$ cat src/rtl/nibble_serial_add_seq.sv
// Multi-cycle WIDTH-bit adder that time-multiplexes an external 4-bit ripple adder, one nibble per cycle.
// Optional macro NIBBLE_SEQ_SUB_EN adds a 'sub' input that turns the operation into op_a - op_b.
module nibble_serial_add_seq #(
  parameter int WIDTH = 16
) (
  input  logic             clk,
  input  logic             rst,
  input  logic             in_valid,
  output logic             in_ready,
  input  logic [WIDTH-1:0] op_a,
  input  logic [WIDTH-1:0] op_b,
  input  logic             cin,
`ifdef NIBBLE_SEQ_SUB_EN
  input  logic             sub,
`endif
  output logic             out_valid,
  input  logic             out_ready,
  output logic [WIDTH-1:0] result,
  output logic             cout,
  output logic             ovf,
  output logic [3:0]       add_a,
  output logic [3:0]       add_b,
  output logic             add_cin,
  input  logic [4:0]       add_sum
);

  localparam int NIBBLES = WIDTH / 4;
  localparam int KW      = (NIBBLES > 1) ? $clog2(NIBBLES) : 1;
  localparam logic [KW-1:0] K_ONE  = KW'(1);
  localparam logic [KW-1:0] K_LAST = KW'(NIBBLES - 1);

  typedef enum logic [1:0] {
    IDLE = 2'd0,
    RUN  = 2'd1,
    DONE = 2'd2
  } state_t;

  state_t           state;
  state_t           state_next;
  logic [KW-1:0]    k;
  logic [WIDTH-1:0] a_reg;
  logic [WIDTH-1:0] b_reg;
  logic             carry_reg;
  logic [WIDTH-1:0] b_in;
  logic             c_in;
  logic             last_nibble;

  // Subtraction is a + ~b + 1, so only the captured B and carry differ.
`ifdef NIBBLE_SEQ_SUB_EN
  assign b_in = sub ? ~op_b : op_b;
  assign c_in = sub ? 1'b1 : cin;
`else
  assign b_in = op_b;
  assign c_in = cin;
`endif

  assign last_nibble = (k == K_LAST);

  // State register
  always_ff @(posedge clk or posedge rst) begin
    if (rst) begin
      state <= IDLE;
    end else begin
      state <= state_next;
    end
  end

  // Next-state logic
  always_comb begin
    state_next = state;
    case (state)
      IDLE: begin
        if (in_valid) begin
          state_next = RUN;
        end else begin
          state_next = IDLE;
        end
      end
      RUN: begin
        if (last_nibble) begin
          state_next = DONE;
        end else begin
          state_next = RUN;
        end
      end
      DONE: begin
        if (out_ready) begin
          state_next = IDLE;
        end else begin
          state_next = DONE;
        end
      end
      default: state_next = IDLE;
    endcase
  end

  // Handshake flags and adder drive, decoded from the registered state
  always_comb begin
    in_ready  = 1'b0;
    out_valid = 1'b0;
    add_a     = 4'h0;
    add_b     = 4'h0;
    add_cin   = 1'b0;
    case (state)
      IDLE: in_ready = 1'b1;
      RUN: begin
        add_a   = a_reg[{k, 2'b00} +: 4];
        add_b   = b_reg[{k, 2'b00} +: 4];
        add_cin = carry_reg;
      end
      DONE:    out_valid = 1'b1;
      default: in_ready = 1'b0;
    endcase
  end

  // Operand capture, per-nibble result assembly and carry chaining
  always_ff @(posedge clk or posedge rst) begin
    if (rst) begin
      k         <= '0;
      a_reg     <= '0;
      b_reg     <= '0;
      carry_reg <= 1'b0;
      result    <= '0;
      cout      <= 1'b0;
      ovf       <= 1'b0;
    end else begin
      case (state)
        IDLE: begin
          if (in_valid) begin
            a_reg     <= op_a;
            b_reg     <= b_in;
            carry_reg <= c_in;
            k         <= '0;
          end
        end
        RUN: begin
          result[{k, 2'b00} +: 4] <= add_sum[3:0];
          carry_reg               <= add_sum[4];
          if (last_nibble) begin
            k    <= '0;
            cout <= add_sum[4];
            // add_sum[3] becomes result[WIDTH-1] on this same edge
            ovf  <= (a_reg[WIDTH-1] == b_reg[WIDTH-1]) && (add_sum[3] != a_reg[WIDTH-1]);
          end else begin
            k <= k + K_ONE;
          end
        end
        default: k <= k;
      endcase
    end
  end

endmodule

$ cat config.mk
export PLATFORM = sky130hd
export DESIGN_NAME = nibble_serial_add_seq
export DESIGN_NICKNAME = d
export VERILOG_FILES = /design/src/rtl/nibble_serial_add_seq.sv
export SDC_FILE = /design/constraint.sdc
export NUM_CORES = 1
export LEC_CHECK = 0
export ABC_CLOCK_PERIOD_IN_PS = 2300
export CAP_MARGIN = 25
export CELL_PAD_IN_SITES_DETAIL_PLACEMENT = 0
export CELL_PAD_IN_SITES_GLOBAL_PLACEMENT = 2
export CORE_ASPECT_RATIO = 0.8
export CORE_MARGIN = 2
export CORE_UTILIZATION = 30
export CTS_CLUSTER_SIZE = 20
export DETAILED_ROUTE_END_ITERATION = 12
export PLACE_DENSITY = 0.88
export SLEW_MARGIN = 20
export SYNTH_ARGS = -nofsm -noshare
export SYNTH_HDL_FRONTEND = slang
export SYNTH_SLANG_ARGS = --single-unit
$ cat constraint.sdc
create_clock -name clk -period 2.3 [get_ports clk]
set_input_delay 0.345 -clock clk [delete_from_list [all_inputs] [get_ports clk]]
set_output_delay 0.345 -clock clk [all_outputs]
set_load 0.01 [all_outputs]
## After elaboration in Yosys (flattened, before gate mapping)

Index checks and enable logic that the tools add are counted.

| word-level totals | value |
|---|---|
| register bits | 55 |
| output and inout bits | 29 |
| logic and storage cells | 41 |

| cells by class | value |
|---|---|
| add/sub/neg operators | 2 |
| equal/unequal tests | 6 |
| shifts and indexed selects | 4 |
| mux-type cells | 15 |
| reduce and logical (&&, ||, !) cells | 6 |

Operator list:

| cell | count |
|---|---|
| variable part select 16 x 5 -> 4 bit | 2 |
| bitwise mux 16 bit | 1 |
| variable shift 4 x 6 -> 16 bit, first input constant | 1 |
| variable part select 4 x 6 -> 16 bit | 1 |
| 2-to-1 mux 2 bit | 4 |
| 2-to-1 mux 4 bit | 2 |
| negation 4 -> 6 bit | 1 |
| one-hot mux 2 bit (3 select lines) | 1 |
| AND reduction 2 bit | 3 |
| 2-to-1 mux 1 bit | 5 |
| equality test 2 bit, second input constant | 2 |
| one-hot mux 2 bit (2 select lines) | 1 |
| adder 2 x 1 -> 2 bit, second input constant | 1 |
| equality test 2 x 1 -> 1 bit, second input constant | 1 |
| zero test 2 bit | 1 |
| != test 2 bit, second input constant | 1 |
| one-hot mux 1 bit (2 select lines) | 1 |
| nonzero test 2 bit | 1 |
| equality test 1 bit | 1 |
| logical AND 1 bit | 1 |
| != test 1 bit | 1 |

## Longest topological paths before layout

| logic depth | value |
|---|---|
| word-level depth | 3 |
| mapped depth | 6 |

## Worst setup path after synthesis

OpenSTA, ideal clock, no wires.

| timing | value |
|---|---|
| kind | reg2reg |
| from | reg k[1] |
| to | reg result[10] |
| library setup time | 67 ps |
| data arrival time | 1789 ps |
| data required time | 2233 ps |
| path slack | 444 ps |
| stages on the path, launching flop included | 7 |
| buffers on the path | 1 |
| cell sequence | dfrtp_1 -> clkbuf_1 -> inv_1 -> ha_1 -> nand2b_1 -> nor4_2 -> a22o_1 |

| between the ends | value |
|---|---|
| cells in the longest elaborated chain, start to end | 3 |

Ends and longest elaborated chain:

| item | RTL line | source |
|---|---|---|
| from (decl) | 40 | `logic [KW-1:0] k;` |
| from (signal assigned) | 145 | `k <= k + K_ONE;` |
| from (signal assigned) | 148 | `default: k <= k;` |
| negation 4 -> 6 bit (*) | 137 | `result[{k, 2'b00} +: 4] <= add_sum[3:0];` |
| variable part select 4 x 6 -> 16 bit or variable shift 4 x 6 -> 16 bit (tied branches) | 137 |  |
| bitwise mux 16 bit (*) | 137 |  |
| to (signal, indexed assignment) | 137 |  |
| to (decl) | 18 | `output logic [WIDTH-1:0] result,` |

Every way passes the cells marked *; elsewhere a longest branch is shown, timed or not.
A chain may end at the register's enable or synchronous reset.

## Final worst setup path

| timing | value |
|---|---|
| from | reg k[0] |
| to | out add_b[0] |

| between the ends | value |
|---|---|
| cells in the longest elaborated chain, start to end | 2 |

Ends and longest elaborated chain:

| item | RTL line | source |
|---|---|---|
| variable part select 16 x 5 -> 4 bit | 108 | `add_b = b_reg[{k, 2'b00} +: 4];` |
| 2-to-1 mux 4 bit | 104 | `case (state)` |
| to (decl) | 22 | `output logic [3:0] add_b,` |

Every way passes these cells.

==> impl_results.md <==
- Status: finished clean
- Row count: 30
- # DRC: 0
- Crit end category: output pin
- Async S/R FF share, synth: 100%
- RePlAce Congestion: 0.780
- Crit start category: register
- Pin count of the biggest net entering global routing: 35
- Final Critical Period: approximately 2200 ps
- Top area cells in the synthesized netlist: dfrtp_1, nand2_1, a22o_1
- Min-delay worst type: input port to async pin
- Clk sinks: 55
- First-pass GRT wire length: 9.79 mm
- Post-Syn Area: 0.00256 mm2
- Initial Util: 30.5%
- CP Max Fanout: 5
- DRT Pass-1 Iters: 4
- Worst setup path class: register to output pin
- Cell Pwr Density: between 1000 and 1500 mW/mm2
- Yosys warnings: 0
- Worst-path clk slew: 110 ps
- Vias post-DR: 1884
- Max-slew headroom: 59.5%
- Vias in the first global route: 1948
- CORE AREA: 0.00841 mm2
- Unique masters post-synth: 32
- Die area: 0.00931 mm2
- Clk network pwr share: around 13%
- Synth cell count leaders: nand2_1, dfrtp_1, a22o_1
- WP data required: 1960 ps
- Share of the synthesized area in the top cell type: 53.7%
- Die Width: ~110 um
- Sequential fraction of the synthesis area: 53.7%
- DRT iter0 DRCs: 57
- Ant diodes: 0
- Post_cts resized: 9
- Global-route usage over all layers: 13.5%
- Synthesis-stage register bit count: 55
- Final Cycle Share: between 90% and 100%
- Worst path bufs/invs: 2
- WHS: 419 ps
- Die Ht: 86.7 um
- Final Routed Wirelength: 5.80 mm
- Most numerous cell in the Yosys netlist: nand2_1
- Worst path slowest cell: mux4_1
- Worst skew pair latency: approximately 320 ps
- Remaining global-route overflow: 0
- Combinational share of power: 49.1%
- Dominant cell type by area after synthesis: dfrtp_1
- Number of synthesized flops with an enable pin: 0
- Switching pwr: 1.61 mW
- Filler Cells Inserted: just under 900
- Lkg Pwr: 1.65 nW
- TritonCTS clock tree: built
- P_int: 2.78 mW
- Clock tree buffer depth: 2
- Area grow syn2layout: 35.7%
- H-tree levels: 2
- Syn_nets: 282
- Post-DRT Antenna Nets: 0
- DP Wirelength: 4.28 mm
- Final Net Count: 359
- Switching Fraction: 36.7%
- Root Driver: clkbuf_8
- Vias/cell: 4.43
- Hold buffer count at CTS: 0
- Syn_area_per_cell: 10.9 um2
- Share of cells above drive strength 1: 11.2%
- Clk_skew: 12.0 ps
- I/O pin count: 71
- Worst vdd ir: 0.424 mV
- Sequential Power Share: 38.4%
- Final setup violating endpoints: 0
- Crit-path cells: buf_4 -> mux4_1 -> and2_1 -> dlygate4sd2_1
- Critical path data arrival time: 1820 ps
- Port Buffers: 70
- Least-Margin Pin Slew: 606 ps
- Fin. max-slew vios: 0
- Max Fclk: ~460 MHz
- Total CTS buffers: 5
- Post-CTS Setup Bufs: 0
- RSZ-0062 raised after global routing: no
- Gate Count Post-Synth: 235
- Setup_tns: 0 ps
- Dominant synthesized flop cell: dfrtp_1
- Initial antenna violation count: 0
- Max Cap Viol: 0
- Post-DR wirelength/cell: 13.7 um
- CP peak stage delay: 530 ps
- CP delay by family, top: multiplexers
- Final hold vios: 0
==> worst register-to-register path, cell delays in order (launching register included) <==
cell	delay [ps]
dfrtp_1	360
buf_4	160
buf_4	200
inv_4	70
ha_1	430
nand2b_1	140
nor4_2	360
a22o_1	180
==> through the flow <==
stage / instances / instance area (um2) / setup slack [ps] / power [mW] / util, %
floorplan: 235 / 2560 / 444 / 3.07 / -
global placement: 417 / 3400 / 265 / 3.95 / 40.4
detailed placement: 417 / 3400 / 274 / 3.98 / 40.4
CTS: 425 / 3480 / 108 / 4.47 / 41.4
global route: 425 / 3480 / 21.6 / 4.76 / 41.4
finish: 425 / 3480 / 136 / 4.40 / 41.4
==> worst paths after layout <==
check                          from          to  slack, ps  cells past startpoint
setup / recovery               k[0]    add_b[0]        140                      4
hold / removal                  rst  result[15]        420                      2
hold reg to reg            a_reg[7]    a_reg[7]        470                      2
setup reg to reg               k[0]  result[11]        360                      7
min in group clk           a_reg[7]    a_reg[7]        470                      2
max in group asynchronous       rst    b_reg[1]       1300                      3
==> cell families (layout without fill, tap and decap cells) <==
kind of cell               Yosys count  after routing  share of synthesized area [%]
DFF                                 55             55                           53.7
adders and majority gates            5              5                           2.44
muxes                                9              9                           7.90
and+or+nand+nor                    125            125                           23.4
buffers and inverters               17             95                           5.22
AOI/OAI and AO/OA                   24             24                           7.41
==> placed cells by master, fill, tap and decap left out, types with 2 or more instances in the layout <==
master,instances
and2_1,8
o21ai_0,3
mux4_1,3
mux4_2,5
clkinv_4,2
ha_1,5
dfrtp_1,54
nand3b_1,3
clkbuf_8,5
a22o_1,16
clkdlybuf4s50_1,62
nor2_1,2
buf_4,11
inv_1,3
dlygate4sd2_1,8
nand2b_1,2
nand2_1,98
nor2b_1,2
o31ai_1,3
==> cell type report <==
class	instances	area, um2	share of cell area, %
well taps	112	140	4.03
flip-flops and latches	55	1380	39.6
clock inverters	3	25.0	0.719
inverters	5	21.3	0.611
clock buffers	5	68.8	1.98
repair buffers	82	793	22.8
multi-input cells	163	1050	30.3
==> power groups by stage <==
stage          registers, mW  clock network [mW]  logic (mW)
3_5_place_dp            1.72                   0        2.27
5_1_grt                 1.76               0.603        2.40
6_report                1.69               0.548        2.16
3_3_place_gp            1.70                   0        2.24
4_1_cts                 1.70               0.570        2.20
2_1_floorplan           1.69                   0        1.37
==> metal layers <==
layer	vias to the layer above	global-route usage [%]	share of wire, %
li1	940	-	-
met1	883	20.0	51
met2	56	19.4	41
met3	5	4.06	7.6
met4	0	3.50	0.76
met5	-	0	0
(Power assumes the default switching activity.)
